`src/rtl/vga_timing.sv`:
```
// 640x480 @ 60 Hz VGA raster timing: free-running pixel/line counters plus registered decodes.
// Optional VGA_FRAME_COUNTER_EN adds an 8-bit frame counter on frame_count; otherwise it is tied to zero.
module vga_timing #(
    parameter int unsigned H_ACTIVE = 640,
    parameter int unsigned H_FRONT  = 16,
    parameter int unsigned H_SYNC   = 96,
    parameter int unsigned H_BACK   = 48,
    parameter int unsigned V_ACTIVE = 480,
    parameter int unsigned V_FRONT  = 10,
    parameter int unsigned V_SYNC   = 2,
    parameter int unsigned V_BACK   = 33
) (
    input  logic       clk,
    input  logic       rst,
    output logic [9:0] x,
    output logic [9:0] y,
    output logic       active,
    output logic       hsync,
    output logic       vsync,
    output logic       next_frame,
    output logic [7:0] frame_count
);

    localparam int unsigned H_TOTAL = H_ACTIVE + H_FRONT + H_SYNC + H_BACK;
    localparam int unsigned V_TOTAL = V_ACTIVE + V_FRONT + V_SYNC + V_BACK;

    // Decode bounds are 11 bits so a sync window ending exactly at 1024 still compares correctly.
    localparam logic [9:0]  H_LAST    = 10'(H_TOTAL - 1);
    localparam logic [9:0]  V_LAST    = 10'(V_TOTAL - 1);
    localparam logic [10:0] H_ACT_END = 11'(H_ACTIVE);
    localparam logic [10:0] H_SYN_BEG = 11'(H_ACTIVE + H_FRONT);
    localparam logic [10:0] H_SYN_END = 11'(H_ACTIVE + H_FRONT + H_SYNC);
    localparam logic [10:0] V_ACT_END = 11'(V_ACTIVE);
    localparam logic [10:0] V_SYN_BEG = 11'(V_ACTIVE + V_FRONT);
    localparam logic [10:0] V_SYN_END = 11'(V_ACTIVE + V_FRONT + V_SYNC);

    if (H_TOTAL > 1024 || V_TOTAL > 1024) begin : g_bad_totals
        $error("vga_timing: line/frame totals exceed the 10-bit counters");
    end

    function automatic logic in_window(input logic [9:0] val,
                                       input logic [10:0] lo,
                                       input logic [10:0] hi);
        return ({1'b0, val} >= lo) && ({1'b0, val} < hi);
    endfunction

    logic [9:0] h;
    logic [9:0] v;
    logic [9:0] h_nxt;
    logic [9:0] v_nxt;
    logic       active_nxt;
    logic       hsync_nxt;
    logic       vsync_nxt;
    logic       nf_nxt;

    always_comb begin
        h_nxt = h + 10'd1;
        v_nxt = v;
        if (h == H_LAST) begin
            h_nxt = 10'd0;
            v_nxt = (v == V_LAST) ? 10'd0 : v + 10'd1;
        end
    end

    // Decode from the next counter values so the registered flags line up with x/y.
    always_comb begin
        active_nxt = ({1'b0, h_nxt} < H_ACT_END) && ({1'b0, v_nxt} < V_ACT_END);
        hsync_nxt  = !in_window(h_nxt, H_SYN_BEG, H_SYN_END);
        vsync_nxt  = !in_window(v_nxt, V_SYN_BEG, V_SYN_END);
        nf_nxt     = (h_nxt == 10'd0) && ({1'b0, v_nxt} == V_ACT_END);
    end

    always_ff @(posedge clk) begin
        if (rst) begin
            h          <= 10'd0;
            v          <= 10'd0;
            active     <= 1'b1;
            hsync      <= 1'b1;
            vsync      <= 1'b1;
            next_frame <= 1'b0;
        end else begin
            h          <= h_nxt;
            v          <= v_nxt;
            active     <= active_nxt;
            hsync      <= hsync_nxt;
            vsync      <= vsync_nxt;
            next_frame <= nf_nxt;
        end
    end

    assign x = h;
    assign y = v;

`ifdef VGA_FRAME_COUNTER_EN
    logic [7:0] frame_cnt;

    // Advances on the same edge that raises next_frame.
    always_ff @(posedge clk) begin
        if (rst) begin
            frame_cnt <= 8'd0;
        end else if (nf_nxt) begin
            frame_cnt <= frame_cnt + 8'd1;
        end
    end

    assign frame_count = frame_cnt;
`else
    assign frame_count = 8'd0;
`endif

endmodule

```
`config.mk`:
```
export PLATFORM = sky130hd
export DESIGN_NAME = vga_timing
export DESIGN_NICKNAME = d
export VERILOG_FILES = /design/src/rtl/vga_timing.sv
export SDC_FILE = /design/constraint.sdc
export NUM_CORES = 1
export LEC_CHECK = 0
export ABC_AREA = 1
export CORE_MARGIN = 8
export CORE_UTILIZATION = 35
export CTS_CLUSTER_SIZE = 24
export DETAILED_ROUTE_END_ITERATION = 8
export PLACE_DENSITY = 0.59
export SETUP_SLACK_MARGIN = 0.4
export SLEW_MARGIN = 20
export SYNTH_ARGS = -nofsm -noshare
export SYNTH_HDL_FRONTEND = slang
export SYNTH_SLANG_ARGS = --single-unit
export TNS_END_PERCENT = 100
```
`constraint.sdc`:
```
create_clock -name clk -period 1.5 [get_ports clk]
set_input_delay 0.15 -clock clk [delete_from_list [all_inputs] [get_ports clk]]
set_output_delay 0.15 -clock clk [all_outputs]
set_load 0.05 [all_outputs]
```
[Word-level counts from Yosys, hierarchy flattened]
Cells that the tools add are included.
Storage, ports and cells
  word-level logic and storage cells: 27
  input bits: 2
  output and inout bits: 32
  register bits after elaboration: 24
Cells by class
  add/subtract/negate cells: 2
  reductions and logical operators: 7
  $lt $le $gt $ge: 6
  eq/ne operators: 3
  muxes and demuxes: 3
Operator list (count)
  10-bit two-way mux: 3
  10-bit by 1-bit adder with 10-bit output (second input constant): 2
  10-bit == test (second input constant): 2
  10-bit < comparator (second input constant): 2
  10-bit by 9-bit < comparator with 1-bit output (second input constant): 2
  10-bit by 9-bit == test with 1-bit output (second input constant): 1
  10-bit >= comparator (second input constant): 1
  10-bit by 9-bit >= comparator with 1-bit output (second input constant): 1
  10-bit logical NOT: 1
  1-bit logical AND: 4
  1-bit logical NOT: 2

[Depth between registers and ports, before layout]
Gate-level depths: netlist (run 1).
  depth after elaboration: 6
  mapped depth: 12
  mapped depth without buffers: 12

[Worst setup path after synthesis (run 1)]
Ideal clock, no wire load.
  kind: register to register
  from: register h[0] (netlist: x[0])
  to: register active
  path buffers: 0
  stages on the path, launching flop included: 12
  arrival: 1.995 ns
  data required time: 1.386 ns
  slack: -0.609 ns
  period minus slack after synthesis: 2.109 ns
  setup time: 0.114 ns
  cells stage by stage: dfxtp_1 ha_1 nand2_2 nor2_8 inv_4 nor2_4 nand2_2 xor2_1 nor2_2 nand2_2 nand3b_1 nand2_1
On the way
  word-level cells in the longest chain between the ends: 4
  elaborated cells on any way between the ends: 7
  those cells by class: add/sub (1); order compare (2); eq/ne (1); mux (2); reduce/logical (1)
RTL lines
  from (decl): line 47  | logic [9:0] h;
  from (signal assigned): line 82  | h <= h_nxt;
  10-bit by 1-bit adder with 10-bit output / 10-bit == test (equally long branches): line 57, 59
  10-bit two-way mux: line 59  | if (h == H_LAST) begin
  10-bit < comparator / 10-bit by 9-bit < comparator with 1-bit output (equally long branches): line 67  | active_nxt = ({1'b0, h_nxt} < H_ACT_END) && ({1'b0, v_nxt} < V_ACT_END);
  1-bit logical AND (*): line 67
  to (signal assigned): line 84  | active <= active_nxt;
  to (decl): line 17  | output logic active,
Mark *: on every way between the ends. The rest lies on a longest branch, timed or not.
A chain may end at the register's enable or synchronous reset.

[Final worst setup path (run 1)]
  from: register h[5] (netlist: x[5])
  to: register next_frame
On the way
  word-level cells in the longest chain between the ends: 4
  elaborated cells on any way between the ends: 7
  those cells by class: add/sub (1); eq/ne (2); mux (2); reduce/logical (2)
RTL lines
  10-bit by 1-bit adder with 10-bit output / 10-bit == test (equally long branches): line 57, 59
  10-bit two-way mux: line 59
  10-bit logical NOT / 10-bit by 9-bit == test with 1-bit output (equally long branches): line 70  | nf_nxt = (h_nxt == 10'd0) && ({1'b0, v_nxt} == V_ACT_END);
  1-bit logical AND (*): line 70
  to (signal assigned): line 87  | next_frame <= nf_nxt;
  to (decl): line 20  | output logic next_frame,
Marks and branches as above.

==> results of run 1 <==
-- area by class of cell --
class | count | area (sq um)
timing repair buffer | 91 | 832
inverter | 30 | 120
fill | 351 | 1340
tap | 50 | 62.6
multi-input combinational | 164 | 1030
sequential | 24 | 522
clock buffer | 4 | 66.3
-- metal layers --
| layer | vias to the layer above | track usage, % |
|---|---|---|
| met5 | - | 0 |
| met4 | 0 | 5.45 |
| met3 | 17 | 3.60 |
| met2 | 40 | 24.4 |
| met1 | 755 | 14.5 |
| li1 | 866 | - |
-- registers in the layout, indices dropped and copies added (netlist names) --
register,cells
next_frame,1
y,10
x,10
vsync,1
hsync,1
active,1
-- worst min path at each step --
stage / startpoint / end / cells past startpoint
detailed placement: x[0] / x[0] / 2
CTS: x[0] / x[0] / 2
floorplan: rst / y[1] / 1
finish: x[0] / x[0] / 2
global placement: x[0] / x[0] / 2
global route: x[0] / x[0] / 2
-- cell usage after synthesis, types with 2 or more instances --
library cell and instances:
a21oi_1 4, buf_4 8, clkbuf_1 2, dfxtp_1 24, ha_1 3, inv_1 28, nand2_1 60, nand2_2 3
nand3_1 18, nand4_1 6, nor2_1 37, nor3_1 2, o21ai_0 6, xor2_1 3
-- timing repair --
item | CTS | global route
pin swaps | 9 | 17
endpoints found under the hold margin | 0 | 0
gates resized for setup | 36 | 49
setup endpoints to repair | 29 | 28
setup buffers | 7 | 5
-- worst max-delay path, stage by stage, from the launching register on --
cell and delay (ns):
dfxtp_2 0.36, inv_1 0.06, nand2_2 0.09, nor2_4 0.05, buf_4 0.13, nand3_4 0.14, clkinv_4 0.10, buf_6 0.14
nand2_4 0.06, o21ai_4 0.06, nor2_2 0.09, nand2_2 0.07, buf_4 0.13, nor3_2 0.08
-- through the flow --
stage | util, % | power (mW)
global route | 66.2 | 1.34
global placement | 54.9 | 0.788
finish | 66.2 | 1.30
floorplan | - | 0.763
detailed placement | 54.9 | 0.787
CTS | 60.8 | 1.31
-- cell families (layout without fill, tap and decap cells) --
family | after synthesis | count (layout) | share of synthesized area (%)
AND/OR/NAND/NOR | 135 | 135 | 43.0
buffers and inverters | 40 | 125 | 12.8
other | 1 | 8 | 0.262
flip-flops | 24 | 24 | 33.6
adder cells (fa/ha/maj) | 3 | 3 | 2.62
AO/OA/AOI/OAI | 15 | 15 | 5.86
XOR/XNOR | 3 | 3 | 1.84
-- power by group --
part	switching [mW]	internal (mW)	leakage [nW]	total, mW
clock network	0.224	0.290	0.0339	0.515
registers	0.00759	0.634	0.205	0.641
logic	0.100	0.0424	1.01	0.143
total	0.332	0.966	1.25	1.30
==> summary.txt, run 1 <==
Outcome
  – Status: complete, but fails checks
  – Violated checks: negative setup slack

Power and ir drop
  – Peak supply drop: roughly 0.37 mV
  – Static Leak: between 1 and 1.5 nW
  – PwrDens: between 400 and 500 nW/um^2

Worst setup path
  – Origin of the worst setup path: x[5]
  – Arrival time at the worst endpoint: around 1.9 ns
  – Critical path launch point type: flip-flop
  – R2R Path Start: x[5]
  – Worst-path maximum fanout: 7
  – Nature of the critical path endpoint: flip-flop
  – R2R depth: 13
  – Setup CP Type: reg2reg
  – R2R Path End: next_frame
  – Worst EP required: approximately 1.7 ns
  – Reg-to-reg slack, setup: -0.15 ns
  – Crit path to: next_frame

Synth
  – Post-synth EDFFs: 0
  – Synth Area per Inst: between 6 and 7 sq um
  – Biggest area consumer among synthesized cells: dfxtp_1
  – Synth top area share: 33.6%
  – Synth Register Bits: 24
  – Cells after Synth: approximately 220
  – Synth area leaders: dfxtp_1, nand2_1, nor2_1
  – Seq/Total Area, Yosys: between 30% and 40%
  – Post-Syn Area: between 1000 and 1500 sq um
  – Synth cell types: 31
  – Main synth FF type: dfxtp_1
  – YS warnings: 0
  – Asr flop ratio synth: 0%

Placed design
  – Area of placed instances: roughly 2200 sq um
  – Worst Setup Slack post-DPL: -0.191 ns
  – I/O Buffers: 25
  – Routability cong.: between 0.8 and 0.9
  – Hpwl dp: between 3000 and 4000 um
  – Placed Cells: 347

Floorplanning
  – Core Region: between 3000 and 4000 sq um
  – Die Ht: ~80 um
  – Die ar.: between 6000 and 7000 sq um
  – FP Rows: 23
  – # IOs: 34
  – Starting Density: between 30% and 40%
  – Die width: 79.9 um

Final layout
  – Layout cells sized above 1: between 50 and 60%
  – Post-route cell area: about 2600 sq um
  – Most frequent cells in the layout: buf_4, nand2_1, buf_6
  – Final nets: 319
  – Fin cells: around 360
  – Antenna cells: 0
  – Layout area overhead: 83.9%
  – Commonest non-fill, non-tap cell in the layout: buf_4

Clock tree
  – CTS Buf Count: 3
  – Clock latency on the worst-skew pair: between 0.2 and 0.3 ns
  – Root Driver: clkbuf_8
  – CTS Hold Buffers Added: 0
  – Clock sink total: 24
  – CTS tree: built
  – Htree depth: 1
  – Clock tree buffer depth: 2
  – CTS clk-pin slew, worst paths: about 0.09 ns

Global routing
  – Pin count of the biggest net entering global routing: 21
  – Grt total ovfl: 0
  – Number of global-route vias before repair: around 1700
  – Initial antenna violation count: 0
  – Wire length of the first global-routing pass: roughly 7000 um
  – Gr usage total: 13.6%

STA
  – Final WS setup: -0.147 ns
  – Hold WS: ~0.55 ns
  – Period utilization: 110%
  – Final Hold Violating Endpoints: 0
  – Tmin final: 1.65 ns
  – Clk_skew: between 0.004 and 0.005 ns
  – Max Slew Vio Count: 0
  – Count of final setup violators: 6
  – RSZ-0062 raised after global routing: yes
  – Final TNS setup: -0.524 ns
  – Max Clk Rate: between 600 and 700 MHz

Routing
  – Via/cell ratio: 4.62
  – Avg WL per Cell: ~12 um
  – DR vias: ~1700
  – Remaining DRCs: 0
  – Final wirelength: between 4000 and 5000 um
  – Met2 routed WL: 2320 um
  – Top Metal Used: met4
  – Met1 Wirelength: roughly 1700 um
  – DRT iter0 DRCs: 47
  – Drt first pass iters: 4
  – Antenna Nets Post-Route: 0
  – Met3 routed WL: approximately 250 um

Job
  – Max cap viols: 0

Worst hold path
  – Hold crit path type: reg2reg
(Power assumes the default switching activity.)
==> run 2: changes to the inputs <==
--- a/config.mk
+++ b/config.mk
@@ -6,8 +6,8 @@
 export NUM_CORES = 1
 export LEC_CHECK = 0
 export ABC_AREA = 1
-export CORE_MARGIN = 8
 export CORE_UTILIZATION = 35
+export CTS_CLUSTER_DIAMETER = 80
 export CTS_CLUSTER_SIZE = 24
 export DETAILED_ROUTE_END_ITERATION = 8
 export PLACE_DENSITY = 0.59
==> run 2 against run 1 <==
Net effect:
- the run still ends with negative setup slack left
- worst setup slack got worse by 0.039 ns
- clock power fell by 23%
- hold slack got worse by 0.054 ns
- combinational power barely moved
- die area fell by 32%
- global-route usage rose by 5.9 points
- non-clock buffer count fell by 14
- count of clock-buffer cells in the layout did not move
- critical path type unchanged
==> summary.txt, run 2 (synthesis results as in run 1) <==
STA
  – Max Slew Vio Count: 0 (unchanged)
  – Clk_skew: 0.0115 ns (+0.00659 ns)
  – Tmin final: 1.69 ns (+0.0387 ns)
  – Max Clk Rate: 593 MHz (-2.3%)
  – RSZ-0062 raised after global routing: yes
  – Count of final setup violators: 7 (+1)
  – Final TNS setup: -0.679 ns (-0.155 ns)
  – Final Hold Violating Endpoints: 0 (unchanged)
  – Period utilization: 112% (+2.6 points)
  – Final WS setup: -0.186 ns (-0.0387 ns)

Placed design
  – I/O Buffers: 25 (unchanged)
  – Routability cong.: 0.868 (+1.9%)
  – Hpwl dp: 2960 um (-8.7%)
  – Placed Cells: 332 (-4.3%)

Global routing
  – Wire length of the first global-routing pass: 6530 um (-8.1%)
  – Grt total ovfl: 0 (unchanged)
  – Number of global-route vias before repair: 1467 (-13%)
  – Gr usage total: 19.5% (+5.9 points)
  – Pin count of the biggest net entering global routing: 14 (-33%)
  – Initial antenna violation count: 0 (unchanged)

Job
  – Max cap viols: 0 (unchanged)

Routing
  – Top Metal Used: met4
  – DRT iter0 DRCs: 89 (+89%)
  – Met2 routed WL: 1990 um (-14%)
  – Met3 routed WL: 145 um (-41%)
  – DR vias: 1640 (-2.3%)
  – Avg WL per Cell: 11.9 um (-3.3%)
  – Final wirelength: 4120 um (-7.5%)
  – Remaining DRCs: 0 (unchanged)
  – Met1 Wirelength: 1940 um (+11%)
  – Antenna Nets Post-Route: 0 (unchanged)
  – Drt first pass iters: 4 (unchanged)
  – Via/cell ratio: 4.73 (+2.2%)

Clock tree
  – CTS tree: built
  – CTS clk-pin slew, worst paths: 0.09 ns (about the same)
  – Clock sink total: 24 (unchanged)
  – CTS Hold Buffers Added: 0 (unchanged)
  – Clock tree buffer depth: 2 (unchanged)
  – Root Driver: clkbuf_8
  – Htree depth: 1 (unchanged)
  – Clock latency on the worst-skew pair: 0.27 ns (about the same)
  – CTS Buf Count: 3 (unchanged)

Floorplanning
  – Core Region: 3800 sq um (-4.3%)
  – Die width: 65.9 um (-18%)
  – Starting Density: 37.6% (+1.6 points)
  – Die Ht: 65.9 um (-18%)
  – FP Rows: 22 (-4.3%)
  – # IOs: 34 (unchanged)
  – Die ar.: 4350 sq um (-32%)

Power and ir drop
  – PwrDens: 475 nW/um^2 (-3.7%)
  – Internal cell power: 0.864 mW (-11%)
  – Clock Power Share: 33.8% (-5.8 points)
  – Switching share of power: 26.8% (+1.3 points)
  – Seq pwr share: 54.3% (+4.9 points)
  – Comb power frac: 11.9% (+0.9 points)
  – Net Switching: 0.317 mW (-4.6%)
  – Peak supply drop: 0.534 mV (+44%)
  – Static Leak: 1.16 nW (-6.9%)

Final layout
  – Final nets: 305 (-4.4%)
  – Layout area overhead: 73.8%
  – Final core occ: 65.4% (-0.81 points)
  – Antenna cells: 0 (unchanged)
  – Layout cells sized above 1: 54.2% (-0.45 points)
  – Fin cells: 347 (-4.4%)
  – Commonest non-fill, non-tap cell in the layout: buf_4
  – Most frequent cells in the layout: buf_4, nand2_1, inv_1

Worst setup path
  – Worst EP required: 1.68 ns (-0.03 ns)
  – R2R depth: 10 (-3)
  – Worst-path maximum fanout: 5 (-2)
  – Setup CP Type: reg2reg
  – Reg-to-reg slack, setup: -0.19 ns (-0.04 ns)
  – Nature of the critical path endpoint: flip-flop
  – Critical path launch point type: flip-flop
  – Arrival time at the worst endpoint: 1.87 ns (about the same)

Worst hold path
  – Hold crit path type: reg2reg
  – Worst hold path stage count: 1 (-1)

Outcome
  – Status: complete, but fails checks
  – Violated checks: negative setup slack
==> run 2: layer usage <==
metal	vias up	global-route usage, %
met5	-	0
met4	0	3.80
met3	6	4.31
met2	35	32.5
met1	760	25.4
li1	839	-
==> run 2: repair_timing <==
item / CTS / global route
pin swaps: 12 / 22
cloned: 0 / 0
buffers inserted: 9 / 2
endpoints found under the setup margin: 24 / 30
gates resized for setup: 28 / 59
==> run 2: power groups by stage <==
| stage | clock network (mW) | registers (mW) | logic [mW] |
|---|---|---|---|
| 6_report | 0.399 | 0.642 | 0.141 |
| 5_1_grt | 0.441 | 0.643 | 0.147 |
| 4_1_cts | 0.416 | 0.641 | 0.128 |
| 3_5_place_dp | 0 | 0.661 | 0.113 |
| 3_3_place_gp | 0 | 0.661 | 0.114 |
| 2_1_floorplan | 0 | 0.684 | 0.0796 |
==> run 2: worst max-delay path, cell delays in order, from the launching register on <==
cell,delay [ns]
dfxtp_4,0.37
ha_4,0.14
nand2_4,0.07
nor2_8,0.14
inv_4,0.06
nor2_4,0.16
nand2_4,0.10
xor2_4,0.17
nor2_4,0.11
nand2_2,0.07
nor3_2,0.20
==> run 2: stage by stage <==
step	hold WS (ns)	cell area (sq um)	setup WS, ns	total power, mW
global placement	0.466	2040	-0.255	0.774
finish	0.500	2480	-0.186	1.18
detailed placement	0.469	2040	-0.249	0.774
CTS	0.490	2260	-0.173	1.19
global route	0.513	2480	-0.259	1.23
floorplan	0.224	1550	-0.157	0.763
==> run 2: cell type report <==
cell class	count	area (sq um)
clock buffers	4	45.0
fillers	355	1310
inverters	30	120
multi-input cells	164	1070
flip-flops and latches	24	523
well taps	48	60.1
repair buffers	77	663
==> run 2: final timing paths <==
| path | endpoint | from |
|---|---|---|
| worst min register to register | x[2] | x[2] |
| worst min-delay path | x[2] | x[2] |
| worst max-delay path | next_frame | x[1] |
| worst max register to register | next_frame | x[1] |
==> run 3: changes to the inputs <==
--- a/config.mk
+++ b/config.mk
@@ -7,12 +7,11 @@
 export LEC_CHECK = 0
 export ABC_AREA = 1
 export CORE_UTILIZATION = 35
-export CTS_CLUSTER_DIAMETER = 80
+export CTS_CLUSTER_DIAMETER = 40
 export CTS_CLUSTER_SIZE = 24
 export DETAILED_ROUTE_END_ITERATION = 8
 export PLACE_DENSITY = 0.59
 export SETUP_SLACK_MARGIN = 0.4
-export SLEW_MARGIN = 20
 export SYNTH_ARGS = -nofsm -noshare
 export SYNTH_HDL_FRONTEND = slang
 export SYNTH_SLANG_ARGS = --single-unit
==> results of run 3 <==
Final layout, timing and power as in run 2 (identical DEF).
